$ cat src/rtl/muldiv_unit.sv
// muldiv_unit: iterative integer multiply / divide unit.
// One shift-add (multiply) or restoring shift-subtract (divide) step per cycle
// on operand magnitudes, followed by a single sign-fix cycle.
//
// state | meaning
// ------+------------------------------------------------------------
// IDLE  | waiting for start; done pulse (if any) is visible here
// CALC  | WIDTH iteration steps, counter counts down to terminal 0
// FIX   | apply sign correction / divide-by-zero result, write hi/lo
// DONE  | raise done and drop busy for the following cycle
module muldiv_unit #(
    parameter int WIDTH = 32,
    parameter int CNT_W = $clog2(WIDTH) + 1
) (
    input  logic             clk,
    input  logic             rst,
    input  logic             start,
    input  logic [1:0]       op,
    input  logic [WIDTH-1:0] a,
    input  logic [WIDTH-1:0] b,
    input  logic             flush,
    output logic             busy,
    output logic             done,
    output logic [WIDTH-1:0] hi,
    output logic [WIDTH-1:0] lo,
    output logic             div_by_zero
);

    typedef enum logic [1:0] {
        S_IDLE = 2'd0,
        S_CALC = 2'd1,
        S_FIX  = 2'd2,
        S_DONE = 2'd3
    } state_t;

    state_t             r_state;
    logic [CNT_W-1:0]   r_cnt;
    logic               r_div;
    logic               r_neg_q;
    logic               r_neg_r;
    logic               r_b_zero;
    logic [WIDTH-1:0]   r_a_raw;
    logic [WIDTH-1:0]   r_mcand;
    logic [WIDTH-1:0]   r_acc;
    logic [WIDTH-1:0]   r_mq;
    logic               r_busy;
    logic               r_done;
    logic [WIDTH-1:0]   r_hi;
    logic [WIDTH-1:0]   r_lo;
    logic               r_dbz;

    logic               w_a_neg;
    logic               w_b_neg;
    logic [WIDTH-1:0]   w_a_mag;
    logic [WIDTH-1:0]   w_b_mag;
    logic [WIDTH:0]     w_mul_sum;
    logic [WIDTH:0]     w_div_shift;
    logic               w_div_ge;
    logic [WIDTH-1:0]   w_div_sub;
    logic [2*WIDTH-1:0] w_prod;
    logic [2*WIDTH-1:0] w_prod_neg;
    logic [WIDTH-1:0]   w_quo_fix;
    logic [WIDTH-1:0]   w_rem_fix;

    // Operand magnitudes at accept and one iteration step of each datapath.
    // The most-negative value negates to itself, which read as unsigned is
    // exactly its magnitude, so no extra bit is needed.
    always_comb begin
        w_a_neg     = op[0] & a[WIDTH-1];
        w_b_neg     = op[0] & b[WIDTH-1];
        w_a_mag     = w_a_neg ? -a : a;
        w_b_mag     = w_b_neg ? -b : b;
        w_mul_sum   = {1'b0, r_acc} + (r_mq[0] ? {1'b0, r_mcand} : '0);
        w_div_shift = {r_acc, r_mq[WIDTH-1]};
        w_div_ge    = (w_div_shift >= {1'b0, r_mcand});
        w_div_sub   = w_div_shift[WIDTH-1:0] - r_mcand;
        w_prod      = {r_acc, r_mq};
        w_prod_neg  = -w_prod;
        w_quo_fix   = r_neg_q ? -r_mq : r_mq;
        w_rem_fix   = r_neg_r ? -r_acc : r_acc;
    end

    // Control FSM, iteration datapath and registered result outputs.
    always_ff @(posedge clk) begin
        if (!rst) begin
            r_state  <= S_IDLE;
            r_cnt    <= '0;
            r_div    <= 1'b0;
            r_neg_q  <= 1'b0;
            r_neg_r  <= 1'b0;
            r_b_zero <= 1'b0;
            r_a_raw  <= '0;
            r_mcand  <= '0;
            r_acc    <= '0;
            r_mq     <= '0;
            r_busy   <= 1'b0;
            r_done   <= 1'b0;
            r_hi     <= '0;
            r_lo     <= '0;
            r_dbz    <= 1'b0;
        end else if (flush) begin
            r_state <= S_IDLE;
            r_cnt   <= '0;
            r_busy  <= 1'b0;
            r_done  <= 1'b0;
        end else begin
            r_done <= 1'b0;
            case (r_state)
                S_IDLE: begin
                    if (start) begin
                        r_state  <= S_CALC;
                        r_cnt    <= CNT_W'(WIDTH);
                        r_busy   <= 1'b1;
                        r_div    <= op[1];
                        r_neg_q  <= w_a_neg ^ w_b_neg;
                        r_neg_r  <= w_a_neg;
                        r_b_zero <= (b == '0);
                        r_a_raw  <= a;
                        r_acc    <= '0;
                        if (op[1]) begin
                            r_mq    <= w_a_mag;
                            r_mcand <= w_b_mag;
                        end else begin
                            r_mq    <= w_b_mag;
                            r_mcand <= w_a_mag;
                        end
                    end
                end
                S_CALC: begin
                    if (r_div) begin
                        r_acc <= w_div_ge ? w_div_sub : w_div_shift[WIDTH-1:0];
                        r_mq  <= {r_mq[WIDTH-2:0], w_div_ge};
                    end else begin
                        r_acc <= w_mul_sum[WIDTH:1];
                        r_mq  <= {w_mul_sum[0], r_mq[WIDTH-1:1]};
                    end
                    r_cnt <= r_cnt - CNT_W'(1);
                    if (r_cnt == CNT_W'(1)) begin
                        r_state <= S_FIX;
                    end
                end
                S_FIX: begin
                    if (r_div) begin
                        if (r_b_zero) begin
                            r_hi  <= r_a_raw;
                            r_lo  <= '1;
                            r_dbz <= 1'b1;
                        end else begin
                            r_hi  <= w_rem_fix;
                            r_lo  <= w_quo_fix;
                            r_dbz <= 1'b0;
                        end
                    end else begin
                        {r_hi, r_lo} <= r_neg_q ? w_prod_neg : w_prod;
                        r_dbz        <= 1'b0;
                    end
                    r_state <= S_DONE;
                end
                S_DONE: begin
                    r_done  <= 1'b1;
                    r_busy  <= 1'b0;
                    r_state <= S_IDLE;
                end
                default: begin
                    r_state <= S_IDLE;
                end
            endcase
        end
    end

    assign busy        = r_busy;
    assign done        = r_done;
    assign hi          = r_hi;
    assign lo          = r_lo;
    assign div_by_zero = r_dbz;

endmodule

$ cat config.mk
export PLATFORM = sky130hd
export DESIGN_NAME = muldiv_unit
export DESIGN_NICKNAME = d
export VERILOG_FILES = /design/src/rtl/muldiv_unit.sv
export SDC_FILE = /design/constraint.sdc
export NUM_CORES = 1
export LEC_CHECK = 0
export CAP_MARGIN = 20
export CORE_ASPECT_RATIO = 1.1
export CORE_MARGIN = 3
export CORE_UTILIZATION = 34
export CTS_CLUSTER_DIAMETER = 80
export DETAILED_ROUTE_END_ITERATION = 8
export GPL_TIMING_DRIVEN = 0
export SYNTH_ARGS = -nofsm -noshare
export SYNTH_HDL_FRONTEND = slang
export SYNTH_SLANG_ARGS = --single-unit
export TNS_END_PERCENT = 100
$ cat constraint.sdc
create_clock -name clk -period 2.86 [get_ports clk]
set_input_delay 0.572 -clock clk [delete_from_list [all_inputs] [get_ports clk]]
set_output_delay 0.572 -clock clk [all_outputs]
set_load 0.05 [all_outputs]
==> reports/metrics.cfg, run 1 <==
[synth]
synthFlopType = dfxtp_1
ys_types = 86
ys_warn_count = 0
synth_area_mm2 = 0.0165
synth.most_common_cell = nand2_1
synth_cells = 2237
synth_enable_flop_cells = 0
ys_ff_latch = 207
synth-seq-area-share_pct = 25.2
ys_top_cells_by_area = dfxtp_1, nand2_1, a21oi_1
syn_area_per_cell_um2 = 7.36
synth_largest_area_cell = dfxtp_1
yosysTopAreaCellShare_pct = 25.2
ys_top_cells_by_count = nand2_1, a21oi_1, o21ai_0, dfxtp_1, nor2_1
ys_async_sr_fraction_pct = 0
synth_fp_nets = 2383

[detailed_routing]
drcViolationCount = 0
detail-route-antenna-nets = 0
vias = 18100
vias_per_cell = 5.86
avgRoutedWirePerCell_um = 24.1
drtIter0Drc = 1357
firstDrtPassIters = 6
totalWireLength_mm = 74.5

[power]
switching_share_pct = 34.2
pwr_density_cell_mw_per_mm2 = 405
pwr-share-seq_pct = 36.8
pwr-share-clk_pct = 36.2
power_switching_mw = 2.93
internal-power_mw = 5.64
leakagePower_nw = 7.96
ir_worst_vdd_mv = 0.352
p_comb_share_pct = 27.1

[worst_hold_path]
holdCritPathClass = in2reg
holdPathStages = 3
hold_start = a[9]
hold-path-endpoint = r_a_raw[9]

[worst_setup_path]
max_stage_delay_ps = 440
r2r_cells = 14
critPathRequiredTime_ps = 3300
path_common_cell = nand3_2
critPathKind = reg2reg
start_kind = flop
reg2reg_setup_slack_ps = -200
cp.arrival_ps = 3500
cp_slowest_cell = o41ai_4
reg2reg_from = r_mq[0]
regToRegEndpoint = r_acc[31]
worst_setup_path_end_kind = flop
crit_fanout = 10
crit_chain = inv_6 -> clkbuf_16 -> nor2_1 -> ha_4 -> nand3_2 -> a211oi_4 -> o41ai_4 -> nand3b_1 -> buf_6 -> a211o_1 -> a31o_2 -> nand2_2 -> nand3_2 -> a32o_1

[timing]
rsz0062_at_grt = true
slew_violations = 0
finClkSkew_ps = 18.4
fmax_mhz = 327
slew_headroom_pct = 28.1
fin_crit_ps = 3060
fin_setup_tns_ps = -1750
min_period_over_period_pct = 107
tightest_slew_ps = 1080
fin_ws_ps = -201
finalHoldViolCount = 0
setup_violations = 26

[place]
gp_congestion = 1.02
portBuffers = 136
placed_area_mm2 = 0.0186
hpwl_mm = 58.9

[floorplan]
fp.dieW_um = 216
core-area_mm2 = 0.0473
dieArea_mm2 = 0.0511
boundaryPins = 137
num_rows = 83
floorplan.initialDensity_pct = 34.9
chipHeight_um = 237

[grt]
first_global_vias = 17600
grt_max_degree = 13
grt_first_pass_wirelength_mm = 110
grt_overflow_total = 0
antenna_found_initial = 0
track_usage_pct = 27.8

[cells_and_area]
final_nets = 2589
area_delta_synth_final_pct = 28.5
drive_gt1_share_pct = 16.1
diodes = 0
fin_area_mm2 = 0.0212

[run_status]
status = finished, violations left
violations = negative setup slack

[clock_network]
clock_path_buffers = 3
root_buffer = clkbuf_16
cts_tree = done
clock-sinks = 207
ctsHoldBuffers = 0
clk_latency_ps = 560
clkTransAtPathRegs_ps = 60
ctsHtreeMaxLevel = 1
cts_buffers = 25

[job]
cap_violations = 0

==> metrics by stage <==
step                util [%]  hold WS [ps]  power [mW]  worst slack [ps]  std cells
finish                  44.8           364        8.57              -201       3092
global route            44.8           389        8.85              -304       3092
CTS                     43.5           435        8.45              -300       3084
detailed placement      39.4           444        5.18             -1360       3010
global placement        39.4           438        5.17             -1370       3010
floorplan                  -           431        4.40             0.796       2237
==> power by group through the flow <==
stage	Clock, mW	Sequential (mW)	Combinational (mW)
after floorplan	0	3.17	1.24
after global placement	0	3.20	1.96
after detailed placement	0	3.20	1.98
after CTS	3.13	3.14	2.17
after global routing	3.23	3.16	2.47
final	3.10	3.15	2.32
==> cell type report <==
| cell class | instances | area [um^2] |
|---|---|---|
| Inverter | 68 | 260 |
| Multi-Input combinational cell | 1800 | 12600 |
| Buffer | 152 | 774 |
| Clock inverter | 7 | 67.6 |
| Clock buffer | 32 | 692 |
| Tap cell | 637 | 797 |
| Fill cell | 4796 | 26100 |
| Sequential cell | 207 | 4180 |
| Timing Repair Buffer | 189 | 1760 |
==> state kept, by name, indices dropped and copies added, names as in the netlist, 2 cells and up <==
name     count
hi          32
lo          32
r_a_raw     32
r_acc       32
r_cnt        6
r_mcand     32
r_mq        32
r_state      2
==> critical path: cells and delay by family (launching register included) <==
family	cells	cell delay [ps]
compound gates	5	1330
flops	1	390
buf+inv	3	380
simple gates	5	600
fa+ha+maj	1	260
==> cell families after synthesis <==
logic type	count (synthesis)	share of synthesized area, %
simple gates	725	20.8
compound gates	723	27.3
buf+inv	230	5.46
flops	207	25.2
xor+xnor	203	10.8
fa+ha+maj	76	5.86
mux	73	4.60
==> metal layers <==
| metal | vias up | routed length, um | GRT usage [%] |
|---|---|---|---|
| met1 | 8745 | 30300 | 34.6 |
| met3 | 189 | 5320 | 4.25 |
| li1 | 8430 | - | - |
| met2 | 756 | 34500 | 46.3 |
| met4 | 0 | 4380 | 14.6 |
| met5 | - | 0 | 0 |
==> repair_timing <==
item / CTS / global route
setup buffers: 41 / 13
resized for setup: 227 / 180
pin swaps: 55 / 69
setup endpoints to repair: 107 / 89
==> layout by cell type, fill, tap and decap left out, drive strengths merged, types with 11 or more instances in the layout <==
cell type	instances
o31ai	35
mux2	22
ha	74
o21ai	222
nand3	61
o211ai	49
nand2	299
inv	67
dfxtp	207
clkbuf	145
nor4	25
xnor2	94
nor2	173
or4	16
a211oi	26
or3	12
mux2i	51
nand4	18
nor2b	14
clkdlybuf4s50	120
and2	18
nand2b	17
a31oi	16
dlygate4sd2	11
buf	92
nor3	35
a21oi	217
a21o	27
xor2	109
o41ai	14
a22oi	16
==> how the worst max path moves through the flow <==
| stage | from | slack (ps) | cells after the start | to |
|---|---|---|---|---|
| 2_1_floorplan | r_mq[0] | 0.8 | 13 | r_acc[29] |
| 3_3_place_gp | r_mq[0] | -1370 | 13 | r_acc[23] |
| 3_5_place_dp | r_mq[0] | -1360 | 13 | r_acc[23] |
| 4_1_cts | r_mq[0] | -300 | 14 | r_acc[29] |
| 5_1_grt | r_mq[0] | -300 | 14 | r_acc[25] |
| 6_report | r_mq[0] | -200 | 14 | r_acc[31] |
No activity file was read; power rests on OpenSTA's default activity.
==> run 2: changes to the inputs <==
==> constraint.sdc (replaced) <==
create_clock -name clk -period 3.9 [get_ports clk]
set_input_delay 0.78 -clock clk [delete_from_list [all_inputs] [get_ports clk]]
set_output_delay 0.78 -clock clk [all_outputs]
set_load 0.1 [all_outputs]
==> reports/metrics.cfg, run 2 (synthesis results as in run 1) <==
[floorplan]
num_rows = 83  ; unchanged
core-area_mm2 = 0.0473  ; unchanged
floorplan.initialDensity_pct = 34.9  ; unchanged
chipHeight_um = 237  ; unchanged
boundaryPins = 137  ; unchanged
dieArea_mm2 = 0.0511  ; unchanged
fp.dieW_um = 216  ; unchanged

[cells_and_area]
seq_area_mm2 = 0.00415  ; -0.93%
drive_gt1_share_pct = 5.70  ; -10 points
final_common_cell = nand2_1
utilization_pct = 41.5  ; -3.3 points
diodes = 0  ; unchanged
final_cell_mix = nand2_1, a21oi_1, o21ai_0
multiInputGateArea_mm2 = 0.0115  ; -9.1%
area_delta_synth_final_pct = 19.0
fill_cells = 4950  ; +3.2%
fin_cells = 3060  ; -1.0%
final_nets = 2550  ; -1.5%

[place]
hpwl_mm = 59.0  ; +0.28%
gp_congestion = 1.00  ; -1.1%
portBuffers = 136  ; unchanged
dp_cells = 3010  ; unchanged

[worst_hold_path]
holdCritPathClass = reg2reg

[clock_network]
cts_buffers = 26  ; +4.0%
ctsHtreeMaxLevel = 1  ; unchanged
clock-sinks = 207  ; unchanged
clock_path_buffers = 3  ; unchanged
clkTransAtPathRegs_ps = 60  ; about the same
ctsHoldBuffers = 0  ; unchanged
cts_tree = done
clk_latency_ps = 570  ; about the same
root_buffer = clkbuf_16

[detailed_routing]
detail-route-antenna-nets = 0  ; unchanged
drtIter0Drc = 1566  ; +15%
vias = 17700  ; -2.1%
totalWireLength_mm = 73.0  ; -2.1%
avgRoutedWirePerCell_um = 23.8  ; -1.1%
firstDrtPassIters = 6  ; unchanged
drcViolationCount = 0  ; unchanged
vias_per_cell = 5.80  ; -1.1%

[job]
cap_violations = 0  ; unchanged

[worst_setup_path]
critPathKind = in2reg
critPathRequiredTime_ps = 4410  ; +1110 ps
crit_fanout = 6  ; -4
start_kind = primary input
cp.arrival_ps = 4350  ; +850 ps
reg2reg_setup_slack_ps = 180  ; +380 ps
worst_setup_path_end_kind = flop

[timing]
tightest_slew_ps = 1050  ; -29.5 ps
fmax_mhz = 261
fin_crit_ps = 3840
slew_headroom_pct = 30.0  ; +2.0 points
finClkSkew_ps = 19.4  ; +1.04 ps
min_period_over_period_pct = 98.4
setup_violations = 0  ; -100%
slew_violations = 0  ; unchanged
finalHoldViolCount = 0  ; unchanged
fin_setup_tns_ps = 0  ; +1750 ps

[power]
ir_worst_vdd_mv = 0.322  ; -8.7%
pwr_density_cell_mw_per_mm2 = 325  ; -20%
total_power_mw = 6.37  ; -26%
leakagePower_nw = 7.38  ; -7.4%

[grt]
first_global_vias = 17200  ; -2.6%
antenna_found_initial = 0  ; unchanged
track_usage_pct = 27.4  ; -0.41 points
grt_max_degree = 14  ; +1
grt_first_pass_wirelength_mm = 108  ; -1.8%
grt_overflow_total = 0  ; unchanged

[run_status]
status = completed

run 2: changes by cell type in the layout (fill, tap and decap cells not counted), sizes merged, moves of 3 or more:
cell           delta
buf              -57
clkdlybuf4s50    +16
dlymetal6s2s      -3
clkinvlp          +6
dlygate4sd2      -11
clkbuf           +18
run 2: path summary, 6_finish.rpt:
kind              startpoint  depth (start not counted)   endpoint
setup / recovery        a[8]                          9   r_mq[31]
hold / removal        hi[26]                          2     hi[26]
setup reg to reg     r_mq[0]                         14  r_acc[31]
hold reg to reg       hi[26]                          2     hi[26]
run 2: per-layer routing:
metal / part of all wire [%] / wire, um / GRT usage [%] / up-vias
met4: 5.1 / 3730 / 12.4 / 0
li1: - / - / - / 8359
met2: 46 / 33800 / 46.3 / 724
met1: 42 / 30700 / 35.1 / 8494
met5: 0 / 0 / 0 / -
met3: 6.5 / 4720 / 3.05 / 163
run 2: cell type report:
cell class                      count  area share, %
Buffer                            162           3.33
Sequential cell                   207           21.1
Clock inverter                     14          0.900
Tap cell                          637           4.07
Clock buffer                       33           3.61
Multi-Input combinational cell   1800           58.6
Timing Repair Buffer              139           7.06
Inverter                           68           1.32
run 2: worst max-delay path, cell delays in order:
cell             delay, ps
clkdlybuf4s50_1        550
or4_1                  630
or3_4                  410
nor4_2                 380
nand2_1                140
o41ai_1                480
nand2_1                130
o21ai_0                630
a22o_1                 220
run 2: where the power goes:
group	switching (mW)	internal, mW
Combinational	1.00	0.514
Sequential	0.114	2.20
Clock	1.05	1.49
Total	2.17	4.20
run 2: what timing repair did:
action / CTS / global route
setup buffers: 0 / 3
setup endpoints to repair: 9 / 10
resized for setup: 8 / 12
pin swaps: 0 / 2
run 2: through the flow:
| step | setup WS [ps] | area (um^2) | hold WS [ps] |
|---|---|---|---|
| final | 61.3 | 19600 | 445 |
| after global routing | -13.0 | 19600 | 466 |
| after floorplan | 828 | 16500 | 431 |
| after CTS | 101 | 19600 | 453 |
| after detailed placement | -773 | 18600 | 443 |
| after global placement | -823 | 18600 | 438 |
==> RTL edit: new RTL, settings of run 2 <==
Register the output `lo` once more; this adds one clock of latency there. The other outputs are not delayed to match.
--- a/src/rtl/muldiv_unit.sv
+++ b/src/rtl/muldiv_unit.sv
@@ -171,7 +171,9 @@
     assign busy        = r_busy;
     assign done        = r_done;
     assign hi          = r_hi;
-    assign lo          = r_lo;
+    always_ff @(posedge clk) begin
+        lo <= r_lo;
+    end
     assign div_by_zero = r_dbz;
 
 endmodule
Formal check against the unedited RTL: no difference found for any inputs over 4 cycles, from zero or initial values and one cycle with rst low; that may be too few to reach the edited logic, so the function may still have changed.
==> RTL edit against run 2 <==
Routed wire length fell by 0.49%; critical path type is now flip-flop to flip-flop; cell area rose by 3.4%; total power rose by 14%; final cell count rose by 2.1%; synthesized cell count rose by 2.1%; setup slack improved by 0.88 ps; area after synthesis rose by 3.0%; sequential cell count rose by 32.
==> RTL edit: results (changes against run 2) <==
- Post-synthesis net count: 2431 (+2.0%)
- Worst Hold End: lo[16]$_DFF_P_
- Clock latency on the worst-skew pair: 590 ps (+20 ps)
- Cell internal power dissipation: 4.96 mW (+18%)
- Netlist cell types: 82 (-4.7%)
- Max VDD drop: 0.334 mV (+3.8%)
- Upper clock frequency limit: 0.261 GHz (about the same)
- Global-route track usage on met1: 0.340 (-0.0106)
- Count of cells along the worst register-to-register path: 10 (-4)
- Leakage dissipation: 7.74 nW (+4.9%)
- Final weighted congestion in routability-driven placement: 0.991 (-1.4%)
- Most numerous cell types in the synthesized netlist: sky130_fd_sc_hd__nand2_1, sky130_fd_sc_hd__a21oi_1, sky130_fd_sc_hd__dfxtp_1
- Overall track demand over capacity in global routing: 0.264 (-0.00949)
- Slack of the worst reg-to-reg path: 60 ps (-120 ps)
- Biggest fanout along the worst timing path: 10 (+4)
- Post-synthesis sequential area ratio: 0.282 (+0.0305)
- Result of the run: finished, final reports clean
- HPWL after DPL: 58.0 mm (-1.7%)
- Number of I/O port buffers: 135 (-0.74%)
- Remaining max-slew budget at the tightest pin: 0.328 (+0.0277)
- Cell with the biggest individual delay on the critical path: sky130_fd_sc_hd__nor4b_1
- Number of buffers created by CTS: 28 (+7.7%)
- Average size of a mapped cell: 7.42 um^2 (+0.81%)
- Drt initial violations: 1870 (+19%)
- Vias per cell: 5.82 (+0.31%)
- Largest clock skew in the final design: 18.2 ps (-1.20 ps)
- Routed wire per std cell: 23.2 um (-2.5%)
- Routed wire length: 72.6 mm (-0.49%)
- Final Hold Slack: 345 ps (-100 ps)
- Wire length of the first global-routing pass: 106 mm (-1.3%)
- Met2 Resource Use GR: 0.438 (-0.0250)
- Hold Crit Start: r_lo[16]$_SDFFE_PN0P_
- Setup crit start: r_acc[0]$_SDFFE_PN0P_
RTL edit: worst register-to-register path, stage by stage (launching register included):
cell	delay, ps
sky130_fd_sc_hd__dfxtp_1	460
sky130_fd_sc_hd__inv_1	210
sky130_fd_sc_hd__ha_1	210
sky130_fd_sc_hd__nor2b_1	330
sky130_fd_sc_hd__nand3_1	240
sky130_fd_sc_hd__nor4b_1	830
sky130_fd_sc_hd__nand2_1	410
sky130_fd_sc_hd__or3_1	410
sky130_fd_sc_hd__a211oi_1	310
sky130_fd_sc_hd__nand4b_1	210
sky130_fd_sc_hd__a21oi_1	80
RTL edit: final cells by class:
type / instances / area (um^2) / area share
multi-input combinational: 1812 / 11300 / 0.558
clock buffer: 33 / 739 / 0.0365
buffer: 155 / 614 / 0.0303
clock inverter: 19 / 350 / 0.0173
tap: 652 / 816 / 0.0403
inverter: 78 / 293 / 0.0145
timing repair buffer: 135 / 1350 / 0.0667
sequential: 239 / 4790 / 0.236
RTL edit: metal layers:
metal / wire length (um) / vias up
li1: - / 8506
met1: 30300 / 8650
met2: 33200 / 838
met3: 4930 / 167
met4: 4160 / 0
met5: 0 / -
RTL edit: kinds of logic (layout without fill, tap and decap cells):
family	count (synthesis)	after routing	share of synthesized area
flip-flops	239	239	0.282
multiplexers	65	65	0.0393
adder cells (fa/ha/maj)	76	76	0.0570
AO/OA/AOI/OAI	749	749	0.273
buffers and inverters	234	420	0.0533
AND/OR/NAND/NOR	735	735	0.199
XOR/XNOR	187	187	0.0966
RTL edit: repair_timing:
action,in CTS,in global routing
gates resized for setup,4,12
endpoints found under the setup margin,5,23
hold endpoints to repair,0,0
